File: src/rtl/ps2_pkg.sv
// Shared PS/2 definitions: tx FSM states, frame length
// and the keyboard command bytes sent by the host.
package ps2_pkg;

    typedef enum logic [2:0] {
        IDLE,
        INHIBIT,
        REQ,
        SEND,
        ACK,
        WAIT_IDLE
    } tx_state_e;

    localparam int FRAME_LEN = 11;

    localparam logic [7:0] PS2_CMD_LED    = 8'hED;
    localparam logic [7:0] PS2_CMD_ENABLE = 8'hF4;
    localparam logic [7:0] PS2_CMD_RESET  = 8'hFF;

endpackage

File: src/rtl/ps2_line_sync.sv
// Two-flop synchronizer for one raw PS/2 pin with a
// registered falling-edge strobe on the synced level.
module ps2_line_sync (
    input  logic clk,
    input  logic rst,
    input  logic pin,
    output logic level,
    output logic fe
);

    logic s1;
    logic s2;
    logic prev;

    // Idle bus is high, so reset to 1 to avoid a false edge.
    always_ff @(posedge clk) begin
        if (rst) begin
            s1   <= 1'b1;
            s2   <= 1'b1;
            prev <= 1'b1;
            fe   <= 1'b0;
        end else begin
            s1   <= pin;
            s2   <= s1;
            prev <= s2;
            fe   <= prev & ~s2;
        end
    end

    assign level = s2;

endmodule

File: src/rtl/ps2_host_tx.sv
// PS/2 host-to-device command transmitter using the
// request-to-send sequence, open-drain via pull-low enables.
module ps2_host_tx
    import ps2_pkg::*;
#(
    parameter int INHIBIT_CYCLES = 5000,
    parameter int TIMEOUT_CYCLES = 1000000
) (
    input  logic       clk,
    input  logic       rst,
    input  logic [7:0] tx_data,
    input  logic       tx_valid,
    output logic       tx_ready,
    output logic       tx_busy,
    output logic       tx_done,
    output logic       tx_error,
    input  logic       ps2_clk_i,
    input  logic       ps2_data_i,
    output logic       ps2_clk_oe,
    output logic       ps2_data_oe
);

    localparam logic [2:0] S_IDLE    = IDLE;
    localparam logic [2:0] S_INHIBIT = INHIBIT;
    localparam logic [2:0] S_REQ     = REQ;
    localparam logic [2:0] S_SEND    = SEND;
    localparam logic [2:0] S_ACK     = ACK;
    localparam logic [2:0] S_WAIT    = WAIT_IDLE;

    localparam int IW = $clog2(INHIBIT_CYCLES + 1);
    localparam int WW = $clog2(TIMEOUT_CYCLES + 1);

    localparam logic [IW-1:0] INH_LAST =
        IW'(INHIBIT_CYCLES - 1);
    localparam logic [WW-1:0] WD_LAST =
        WW'(TIMEOUT_CYCLES - 1);
    // Start bit goes out in REQ; the rest take one fe each.
    localparam logic [3:0] LAST_BIT = 4'(FRAME_LEN - 2);

    logic [2:0]    state;
    logic [9:0]    shreg;
    logic [3:0]    cnt;
    logic [IW-1:0] inh;
    logic [WW-1:0] wd;

    logic clk_s;
    logic clk_fe;
    logic data_s;
    logic data_fe_unused;

    ps2_line_sync u_clk_sync (
        .clk   (clk),
        .rst   (rst),
        .pin   (ps2_clk_i),
        .level (clk_s),
        .fe    (clk_fe)
    );

    ps2_line_sync u_data_sync (
        .clk   (clk),
        .rst   (rst),
        .pin   (ps2_data_i),
        .level (data_s),
        .fe    (data_fe_unused)
    );

    assign tx_ready = (state == S_IDLE);
    assign tx_busy  = ~tx_ready;

    always_ff @(posedge clk) begin
        if (rst) begin
            state       <= S_IDLE;
            shreg       <= '0;
            cnt         <= '0;
            inh         <= '0;
            wd          <= '0;
            ps2_clk_oe  <= 1'b0;
            ps2_data_oe <= 1'b0;
            tx_done     <= 1'b0;
            tx_error    <= 1'b0;
        end else begin
            tx_done  <= 1'b0;
            tx_error <= 1'b0;
            case (state)
                S_IDLE: begin
                    if (tx_valid) begin
                        shreg <= {1'b1, ~^tx_data, tx_data};
                        cnt        <= '0;
                        inh        <= '0;
                        wd         <= '0;
                        ps2_clk_oe <= 1'b1;
                        state      <= S_INHIBIT;
                    end
                end
                S_INHIBIT: begin
                    if (inh == INH_LAST) begin
                        ps2_data_oe <= 1'b1;
                        state       <= S_REQ;
                    end else begin
                        inh <= inh + 1'b1;
                    end
                end
                default: begin
                    wd <= wd + 1'b1;
                    // Timeout wins over any same-cycle edge.
                    if (wd == WD_LAST) begin
                        ps2_clk_oe  <= 1'b0;
                        ps2_data_oe <= 1'b0;
                        tx_error    <= 1'b1;
                        state       <= S_IDLE;
                    end else begin
                        case (state)
                            S_REQ: begin
                                ps2_clk_oe <= 1'b0;
                                state      <= S_SEND;
                            end
                            S_SEND: begin
                                if (clk_fe) begin
                                    ps2_data_oe <= ~shreg[0];
                                    shreg <= {1'b0, shreg[9:1]};
                                    cnt   <= cnt + 1'b1;
                                    if (cnt == LAST_BIT)
                                        state <= S_ACK;
                                end
                            end
                            S_ACK: begin
                                if (clk_fe) begin
                                    if (data_s) begin
                                        tx_error <= 1'b1;
                                        state    <= S_IDLE;
                                    end else begin
                                        state <= S_WAIT;
                                    end
                                end
                            end
                            S_WAIT: begin
                                if (clk_s && data_s) begin
                                    tx_done <= 1'b1;
                                    state   <= S_IDLE;
                                end
                            end
                            default: state <= S_IDLE;
                        endcase
                    end
                end
            endcase
        end
    end

endmodule

File: config.mk
export PLATFORM = sky130hd
export DESIGN_NAME = ps2_host_tx
export DESIGN_NICKNAME = d
export VERILOG_FILES = /design/src/rtl/ps2_pkg.sv /design/src/rtl/ps2_line_sync.sv /design/src/rtl/ps2_host_tx.sv
export SDC_FILE = /design/constraint.sdc
export NUM_CORES = 1
export LEC_CHECK = 0
export ABC_AREA = 1
export BUFFER_PORTS_ARGS = -buffer_cell sky130_fd_sc_hd__buf_2
export CAP_MARGIN = 40
export CORE_ASPECT_RATIO = 0.6
export CORE_UTILIZATION = 50
export DETAILED_ROUTE_END_ITERATION = 6
export HOLD_SLACK_MARGIN = 0.06
export PLACE_DENSITY = 0.71
export SLEW_MARGIN = 20
export SYNTH_ARGS = -nofsm -noshare
export SYNTH_HDL_FRONTEND = slang
export SYNTH_SLANG_ARGS = --single-unit
File: constraint.sdc
create_clock -name clk -period 3.5 [get_ports clk]
set_clock_uncertainty 0.1 [all_clocks]
set_input_delay 0.175 -clock clk [delete_from_list [all_inputs] [get_ports clk]]
set_output_delay 0.175 -clock clk [all_outputs]
set_load 0.02 [all_outputs]
==> impl_metrics.yaml <==
run_status:
  result_of_the_run: "completed"
routing:
  wl_met1_um: 4299
  route.final.wire_length_um: 8157
  highest_layer: "met4"
  dr.first_iter.drc_count: 318
  route.met3.wl_um: 474
  drt-wirelength-per-cell_um: 12.81
  route.antenna.remaining_nets: 0
  via_count: 3320
  detailroute.wirelength.met2_um: 3278
  drtPass1Iterations: 6
  drt_drc_violations_left: 0
  vias_per_cell: 5.212
synthesis:
  synth-warning-count: 0
  post_synth_inst_count: 525
  synth_edf_count: 0
  synth_nets: 542
  netlist_top_cells_area: "dfxtp_1 35%, nand2_1 14%, nor2_1 7.9%"
  synth_flop_cell: "dfxtp_1"
  synth.cell_area_mm2: 0.003457
  synthDistinctLibCells: 42
  synth_top_area_share_pct: 34.74
  synth.avg_cell_area_um2: 6.585
  yosysSeqAreaShare_pct: 34.74
  cell_type_contributing_the_most_total_cell_area_after_synthesis: "dfxtp_1"
  synth_top_cells_by_count: "133 x nand2_1, 73 x nor2_1, 60 x dfxtp_1"
  synth.ff_latch_count: 60
  async_flop_share_pct: 0
  yosysMostFrequentCell: "nand2_1"
timing:
  worstMarginPinSlew_ns: 0.4473
  period_share_pct: 59.31
  final_max_slew_viol_count: 0
  grt_setup_unrepaired: "no"
  finalHoldViolCount: 0
  final.setup.tns_ns: 0
  hold_slack_ns: 0.1244
  finalCriticalPeriod_ns: 2.076
  timing.max_slew.rel_slack_pct: 70.15
  achievable-frequency_ghz: 0.4818
  setup_viol: 0
place:
  buffer_ports.inserted: 18
  dpl_cell_area_mm2: 0.003572
  hpwl_detailed_um: 5711
  gp_routability_congestion: 0.9678
setup_path:
  timing.rr.start: "state[0]"
  critPathArrivalTime_ns: 2.20
  critical_path_required_ns: 3.62
  critPathCaptureType: "register"
  worst_setup_path_start_kind: "register"
  setup.worst_path.class: "register to register"
  cp-startpoint: "state[0]"
  timing.critical_path.fanout_max: 24
  timing.reg2reg.setup_slack_ns: 1.42
power_and_ir_drop:
  clock_power_share_pct: 33.1
  switching_power_mw: 1.168
  leakage_power_summed_over_all_cells_nw: 1.567
  pwr_density_cell_mw_per_mm2: 728.3
  switching_share_pct: 40.64
  internal-power_mw: 1.706
  relative_contribution_of_sequential_cells_to_total_power_pct: 29.3
  vdd.ir_drop.worst_mv: 0.5497
  pwr-share-comb_pct: 37.6
global_route:
  grt-ovfl-total: 0
  grt_pass1_wl_um: 13780
  first_global_vias: 2953
  grt_use_total_pct: 25.04
  antenna_found_initial: 0
  grt_max_degree: 31
die:
  core_region_area_mm2: 0.006676
  std_cell_rows: 23
  die-width_um: 109.3
  initial_core_util_pct: 51.78
  io_pins: 19
  floorplan.die.height_um: 66.41
  die_area_mm2: 0.007262
final_layout:
  layout-drive-gt1-share_pct: 13.82
  diodes: 0
  net_count_reported_at_finish: 562
  finish.instance_area_mm2: 0.003946
  n_fill_cell: 630
  layout-area-overhead-vs-synth_pct: 14.15
cts:
  cts.root.buffer_cell: "clkbuf_16"
  clock_sinks: 60
  clkTransAtPathRegs_ns: 0.05
  clock_latency_reported_for_the_late_side_of_the_worst_skew_pair_ns: 0.33
  tritoncts_clock_tree: "done"
  cts_made_buffers: 9
  clock_path_buffers: 2
  htree_num_levels: 3
min_path:
  worstHoldStart: "tx_data[3]"
  min_path_type: "input port to register"
flow_run:
  cap_violations: 0
==> final timing paths <==
path	endpoint	cells after the start
worst max-delay path	state[1]	9
worst min-delay path	shreg[3]	5
worst min register to register	u_clk_sync.level	1
worst max register to register	state[1]	9
==> per-layer routing <==
| metal | GRT usage [%] | up-vias |
|---|---|---|
| met4 | 8.167 | 0 |
| met1 | 34.94 | 1487 |
| li1 | - | 1744 |
| met5 | 0 | - |
| met2 | 36.64 | 80 |
| met3 | 7.192 | 9 |
==> what timing repair did <==
item                      4_1_cts  5_1_grt
hold buffers                    2        0
setup buffers                   0        0
gates resized for setup         0        0
hold endpoints to repair        2        0
==> critical path, cell delays in order, from the launching register on <==
cell	delay, ns
dfxtp_1	0.52
nor2_4	0.09
nand2_4	0.27
nor2_4	0.06
nor2_2	0.36
inv_2	0.22
a21oi_1	0.16
nand2_1	0.07
nand2_1	0.06
nor2_1	0.04
==> state kept, by name (all words and copies together), names as in the netlist, 3 cells and up <==
name / count
inh: 13
shreg: 10
wd: 20
state: 3
cnt: 4
==> power by group through the flow <==
stage	Clock [mW]	Sequential, mW	Combinational [mW]
final	0.952	0.842	1.08
after global routing	0.995	0.854	1.21
after CTS	0.969	0.840	1.07
after detailed placement	0	0.853	1.05
after global placement	0	0.848	1.04
after floorplan	0	0.846	0.884
==> area by class of cell <==
cell class              instances  area [µm²]  share of cell area [%]
clock inverters                 6       87.58                   2.219
repair buffers                 22       145.1                   3.678
clock buffers                  10       239.0                   6.056
well taps                      87       108.9                   2.758
flip-flops and latches         60        1201                   30.44
multi-input cells             392        1931                   48.92
inverters                      60       234.0                   5.929
==> through the flow <==
stage	util [%]	worst slack (ns)	power, mW	instances
2_1_floorplan	-	1.878	1.730	525
3_3_place_gp	53.50	1.505	1.892	618
3_5_place_dp	53.50	1.437	1.906	618
4_1_cts	58.70	1.425	2.875	636
5_1_grt	59.11	1.288	3.060	637
6_report	59.11	1.424	2.874	637
==> placed cells by master (no fill, tap or decap), types with 4 or more instances in the layout <==
cell       netlist  final
o21ai_1         11     11
nor2_1          73     73
nand2_4          4      4
inv_2            8      8
o21ai_0         23     23
ha_1             4      4
or2_2            6      6
clkbuf_16        0      9
a21oi_1         40     40
buf_2            1     18
inv_1           48     48
nand3_1         30     30
nand4_1         13     13
nand2_1        133    133
dfxtp_1         60     60
xor2_1           4      4
nor3_1          14     14
nor2_2           6      6
==> kinds of logic (layout without fill, tap and decap cells) <==
kind of cell,Yosys count,after routing,synth area share (%)
fa+ha+maj,4,4,1.448
flops,60,60,34.74
simple gates,295,295,39.12
compound gates,86,86,13.50
xor+xnor,7,7,1.773
buf+inv,73,98,9.410
(Power assumes the default switching activity.)
